==> src/rtl/emu_code_sched.sv <==
// Per-sample scheduler for the shared, channel-tagged code NCO: owns the channel
// config tables, issues one NCO slot per channel each sample and gathers the chips.
module emu_code_sched #(
  parameter int N_CHAN          = 8,
  parameter int CLKS_PER_SAMPLE = 64,
  parameter int NCO_LAT         = 4,
  localparam int CW             = $clog2(N_CHAN)
) (
  input  logic              clk,
  input  logic              reset_n,
  input  logic              run,
  input  logic              cfg_we,
  input  logic [CW-1:0]     cfg_chan,
  input  logic [31:0]       cfg_freq,
  input  logic [5:0]        cfg_ca_sel,
  input  logic              cfg_en,
  input  logic              cfg_commit,
  output logic              commit_pend,
  output logic              nco_dv_in,
  output logic [CW-1:0]     nco_chan,
  output logic [31:0]       nco_freq,
  output logic [5:0]        nco_ca_sel,
  input  logic              nco_dv_out,
  input  logic [CW-1:0]     nco_chan_ret,
  input  logic              nco_q,
  output logic              code_dv,
  output logic [N_CHAN-1:0] code_bits,
  output logic [N_CHAN-1:0] code_mask,
  output logic              err_timeout,
  output logic              busy
);

  localparam int SW = $clog2(CLKS_PER_SAMPLE);
  localparam int DW = $clog2(NCO_LAT + 1);

  // The whole issue/drain/publish sequence must fit inside one sample period.
  if (N_CHAN + NCO_LAT + 2 > CLKS_PER_SAMPLE) begin : g_bad_params
    $fatal(1, "emu_code_sched: N_CHAN+NCO_LAT+2 exceeds CLKS_PER_SAMPLE");
  end

  typedef struct packed {
    logic [31:0] freq;
    logic [5:0]  ca_sel;
    logic        en;
  } cfg_t;

  typedef enum logic [2:0] {IDLE, TICK, ISSUE, DRAIN, PUBLISH, WAIT} state_t;

  state_t            state, state_nxt;
  cfg_t              shadow [N_CHAN];
  cfg_t              active [N_CHAN];
  logic [SW-1:0]     cnt;
  logic [CW-1:0]     slot;
  logic [DW-1:0]     drain_cnt;
  logic [N_CHAN-1:0] issued;
  logic [CW:0]       iss_cnt;
  logic [CW:0]       ret_cnt;
  logic              last_cnt, last_slot, collect, ret_hit, ret_new, all_ret, drain_to;

  assign last_cnt  = (cnt == SW'(CLKS_PER_SAMPLE - 1));
  assign last_slot = (slot == CW'(N_CHAN - 1));
  assign drain_to  = (drain_cnt == DW'(NCO_LAT - 1));
  assign busy      = (state != IDLE);

  // Returns are only accepted for channels issued in the current sample; a repeat
  // tag rewrites the chip but is not counted again.
  assign collect = (state != IDLE) && (state != TICK);
  assign ret_hit = collect && nco_dv_out && issued[nco_chan_ret];
  assign ret_new = ret_hit && !code_mask[nco_chan_ret];
  assign all_ret = ((ret_cnt + (CW+1)'(ret_new)) == iss_cnt);

  always_ff @(posedge clk or negedge reset_n) begin
    if (!reset_n) state <= IDLE;
    else          state <= state_nxt;
  end

  always_comb begin
    // NOTE: every output of this block gets a default first so no latch is inferred.
    state_nxt  = state;
    nco_dv_in  = 1'b0;
    nco_chan   = '0;
    nco_freq   = '0;
    nco_ca_sel = '0;
    code_dv    = 1'b0;
    unique case (state)
      IDLE:    if (run) state_nxt = TICK;
      TICK:    state_nxt = ISSUE;
      ISSUE: begin
        nco_dv_in  = active[slot].en;
        nco_chan   = slot;
        nco_freq   = active[slot].freq;
        nco_ca_sel = active[slot].ca_sel;
        if (last_slot) state_nxt = DRAIN;
      end
      DRAIN:   if (all_ret || drain_to) state_nxt = PUBLISH;
      PUBLISH: begin
        code_dv   = 1'b1;
        state_nxt = last_cnt ? (run ? TICK : IDLE) : WAIT;
      end
      WAIT:    if (last_cnt) state_nxt = run ? TICK : IDLE;
      default: state_nxt = IDLE;
    endcase
  end

  // Config tables: shadow takes writes any time, active is loaded only at TICK.
  always_ff @(posedge clk or negedge reset_n) begin
    if (!reset_n) begin
      // NOTE: the tables are small register arrays that must come up all-disabled,
      // so they are cleared by reset rather than left to power-up contents.
      for (int i = 0; i < N_CHAN; i++) begin
        shadow[i] <= '0;
        active[i] <= '0;
      end
      commit_pend <= 1'b0;
    end else begin
      // NOTE: non-blocking updates make a same-clock write land in shadow while
      // the copy below still takes the old shadow contents.
      if (cfg_we) shadow[cfg_chan] <= '{freq: cfg_freq, ca_sel: cfg_ca_sel, en: cfg_en};
      if (state == TICK && commit_pend) active <= shadow;
      if (cfg_commit)          commit_pend <= 1'b1;
      else if (state == TICK)  commit_pend <= 1'b0;
    end
  end

  always_ff @(posedge clk or negedge reset_n) begin
    if (!reset_n) begin
      cnt         <= '0;
      slot        <= '0;
      drain_cnt   <= '0;
      issued      <= '0;
      iss_cnt     <= '0;
      ret_cnt     <= '0;
      code_bits   <= '0;
      code_mask   <= '0;
      err_timeout <= 1'b0;
    end else begin
      if (state == IDLE) cnt <= '0;
      else               cnt <= last_cnt ? '0 : cnt + 1'b1;

      drain_cnt <= (state == DRAIN) ? drain_cnt + 1'b1 : '0;
      if (state == DRAIN && drain_to && !all_ret) err_timeout <= 1'b1;

      if (state == TICK) begin
        slot      <= '0;
        issued    <= '0;
        iss_cnt   <= '0;
        ret_cnt   <= '0;
        code_bits <= '0;
        code_mask <= '0;
      end else begin
        if (state == ISSUE) begin
          slot <= last_slot ? '0 : slot + 1'b1;
          if (active[slot].en) begin
            issued[slot] <= 1'b1;
            iss_cnt      <= iss_cnt + 1'b1;
          end
        end
        if (ret_hit) begin
          code_bits[nco_chan_ret] <= nco_q;
          code_mask[nco_chan_ret] <= 1'b1;
        end
        if (ret_new) ret_cnt <= ret_cnt + 1'b1;
      end
    end
  end

endmodule

==> config.mk <==
export PLATFORM = sky130hd
export DESIGN_NAME = emu_code_sched
export DESIGN_NICKNAME = d
export VERILOG_FILES = /design/src/rtl/emu_code_sched.sv
export SDC_FILE = /design/constraint.sdc
export NUM_CORES = 1
export LEC_CHECK = 0
export ABC_AREA = 1
export ABC_CLOCK_PERIOD_IN_PS = 2200
export CAP_MARGIN = 40
export CORE_MARGIN = 1
export CORE_UTILIZATION = 57
export CTS_BUF_LIST = sky130_fd_sc_hd__clkbuf_8
export DETAILED_ROUTE_END_ITERATION = 12
export PLACE_DENSITY = 0.78
export SLEW_MARGIN = 15
export SYNTH_ARGS = -nofsm -noshare
export SYNTH_HDL_FRONTEND = slang
export SYNTH_SLANG_ARGS = --single-unit
==> constraint.sdc <==
create_clock -name clk -period 2.2 [get_ports clk]
set_clock_uncertainty 0.15 [all_clocks]
set_input_delay 0.22 -clock clk [delete_from_list [all_inputs] [get_ports clk]]
set_output_delay 0.22 -clock clk [all_outputs]
set_load 0.005 [all_outputs]
==> reports/results.txt <==
status -> complete, but fails checks
violated checks -> setup timing
fraction of the mapped netlist area in simple logic gates -> 0.140
final-report setup violation count -> 165
type of the worst min-delay path -> in -> async
worst path required time -> 1.83 ns
Fmax -> 350 MHz
Inserted Clock Buffers -> 107
Ys Warns -> 0
total number of vias -> 23000
Non-Filler Instances -> 3899
slack of the critical path -> -0.657 ns
largest family of logic cells by synthesized area -> simple AND/OR/NAND/NOR gates
Setup crit end kind -> primary output
Clock Tree Root -> clkbuf_8
Avg Synthesized Cell Area -> 9.57 um^2
core area -> 0.0478 mm^2
Design Area, Final -> 0.0348 mm^2
post-synthesis adder-cell area fraction -> 0.00406
Final min period -> 2.86 ns
Initial Util -> 0.580
Crit Path Class -> reg -> out
DRC -> 0
total grt overflow -> 0
Fillers -> 2963
DP Cell Count -> 3633
hold slack -> 0.0687 ns
Post-DP Area -> 0.0306 mm^2
max-cap violation count -> 0
worst skew pair latency -> 0.71 ns
multiplexer area fraction after synthesis -> 0.0629
setup TNS -> -26.42 ns
WL met2 -> 39300 um
# rows -> 80
Post-Place Setup Slack -> -0.698 ns
Mapped Cells -> 2899
Bufs on Longest Clock Path -> 3
I/O pins -> 114
WL/cell -> 21.0 um
XOR/XNOR Fraction of Synth Area -> 0.00189
Synth top area share -> 0.607
Area growth syn-to-layout -> 25.3%
Tot Pwr -> 26.8 mW
antenna violations before repair -> 1
Tcrit/Tclk final -> 1.30
Critical Path AT -> 2.49 ns
router iterations before antenna repair -> 9
DP HPWL -> 44300 um
clk sink count -> 673
largest cells by area after synthesis -> dfrtp_1 (61%), nand2_1 (10%), o21ai_0 (8.0%), mux2_2 (6.3%), inv_1 (3.6%)
WL met3 -> 7810 um
Unique masters post-synth -> 35
leak pwr -> 16.8 nW
GRT Total Usage -> 0.318
Clock H-tree levels -> 3
port buffer count -> 113
sequential share of the synthesized area -> 0.607
Hold Vio Cnt, Final -> 0
final core utilization -> 0.726
vias in the first global route -> 23100
layout cells sized above 1 -> 0.245
clock slew at reported path FFs -> 0.07 ns
die area -> 0.0496 mm^2
die width -> 223 um
Rel. slew slack -> 0.656
top layer in use -> met4
Total Wirelength -> 82000 um
cell area power density -> 770 mW/mm^2
Via density -> 5.91
Worst Path Max Fanout -> 7
synthesized flop and latch total -> 673
first-pass GRT wire length -> 123000 um
Final GP Congestion -> 0.921
Reg2Reg Depth -> 16
Worst setup SP type -> flip-flop
peak supply drop -> 0.000457 V
Post-Syn Area -> 0.0277 mm^2
Layout Nets -> 3274
M1 wire length -> 30500 um
Detail Route Antenna Nets -> 0
largest area contributor in the netlist -> dfrtp_1
RSZ-0062 raised after global routing -> true
Worst Tran Pin Value -> 0.516 ns
largest net degree at the start of global routing -> 89
First DRT Iteration DRCs -> 2442
die height -> 223 um
TritonCTS clock tree -> built
post-synthesis net count -> 2960
compound-cell area share of the yosys netlist -> 0.119
Slew Viols, Final -> 0
[timing repair]
item                                   in CTS  in global routing
hold buffers                                3                  0
setup endpoints to repair                  47                125
pin swaps                                  73                 62
buffers inserted                           61                 16
gates resized for setup                   421                113
endpoints found under the hold margin     674                  0
cloned                                      6                  5
[power by group]
part	internal (mW)	total, mW	switching [mW]
registers	13.5	14.3	0.711
logic	0.822	2.06	1.24
clock network	5.58	10.5	4.88
[sequential cells by signal (all words and copies together) (netlist names)]
register	cells
commit_pend	1
slot	3
issued	8
cnt	6
state	3
active	312
shadow	312
iss_cnt	4
ret_cnt	4
drain_cnt	3
code_bits	8
code_mask	8
err_timeout	1
[path summary, 6_finish.rpt]
| kind | startpoint | to | slack (ns) |
|---|---|---|---|
| hold / removal | reset_n | issued[4] | 0.07 |
| hold reg to reg | drain_cnt[0] | drain_cnt[0] | 0.28 |
| min in group clk | cfg_freq[13] | shadow[20] | 0.07 |
| setup / recovery | slot[0] | nco_freq[23] | -0.66 |
| setup reg to reg | state[2] | state[0] | -0.13 |
| max in group asynchronous | reset_n | slot[1] | 1.25 |
[placed cells by master (no fill, tap or decap), drive strengths merged, types with 2 or more instances in the layout]
cell,synthesis,routed
or2,2,2
dfrtp,673,673
clkinv,1,9
bufinv,0,2
inv,267,303
o21ai,473,473
nand2,775,775
clkdlybuf4s50,0,68
buf,71,289
dlygate4sd3,0,2
nand4,10,10
o21a,3,3
mux2,155,155
ha,9,9
clkbuf,91,138
a31oi,11,11
a22oi,9,9
a21oi,79,79
o22ai,60,60
xor2,5,5
nor2,127,127
nor3,9,9
nand3,64,64
[worst max-delay path: stages, from the launching register on]
cell and delay (ns):
dfrtp_2 0.49, buf_6 0.15, nor3_4 0.21, buf_12 0.17
buf_12 0.14, buf_8 0.12, nand2_2 0.04, a31oi_1 0.17
buf_4 0.17, buf_6 0.10
[final cells by class]
type | count | area [um^2] | share of cell area
Sequential cell | 673 | 16800 | 0.485
Multi-Input combinational cell | 1796 | 10100 | 0.290
Timing Repair Buffer | 367 | 3940 | 0.113
Clock buffer | 132 | 1820 | 0.0523
Inverter | 268 | 1050 | 0.0301
Tap cell | 615 | 769 | 0.0221
Clock inverter | 47 | 244 | 0.00702
Antenna cell | 1 | 2.50 | 0.0000720
[cell families (layout without fill, tap and decap cells)]
| group | after synthesis | count (layout) |
|---|---|---|
| AND/OR/NAND/NOR | 989 | 989 |
| flip-flops | 673 | 673 |
| AO/OA/AOI/OAI | 637 | 637 |
| buffers and inverters | 430 | 814 |
| multiplexers | 155 | 155 |
| adder cells (fa/ha/maj) | 9 | 9 |
| XOR/XNOR | 6 | 6 |
| other | 0 | 1 |
[cells in the mapped netlist (all sizes together)]
| cell type | count |
|---|---|
| nand4 | 10 |
| buf | 71 |
| ha | 9 |
| o2111ai | 1 |
| o21a | 3 |
| or2 | 2 |
| o22ai | 60 |
| nor3 | 9 |
| inv | 267 |
| o21bai | 1 |
| nand2 | 775 |
| a31oi | 11 |
| xor2 | 5 |
| dfrtp | 673 |
| nand3b | 1 |
| clkinv | 1 |
| xnor2 | 1 |
| a21oi | 79 |
| nor3b | 1 |
| o21ai | 473 |
| mux2 | 155 |
| nand3 | 64 |
| clkbuf | 91 |
| nor2 | 127 |
| a22oi | 9 |
[layer usage]
metal,global-route usage,up-vias
met1,0.407,11400
met3,0.0637,355
met5,0,-
met4,0.162,0
met2,0.515,1263
li1,-,10000
(Power assumes the default switching activity.)
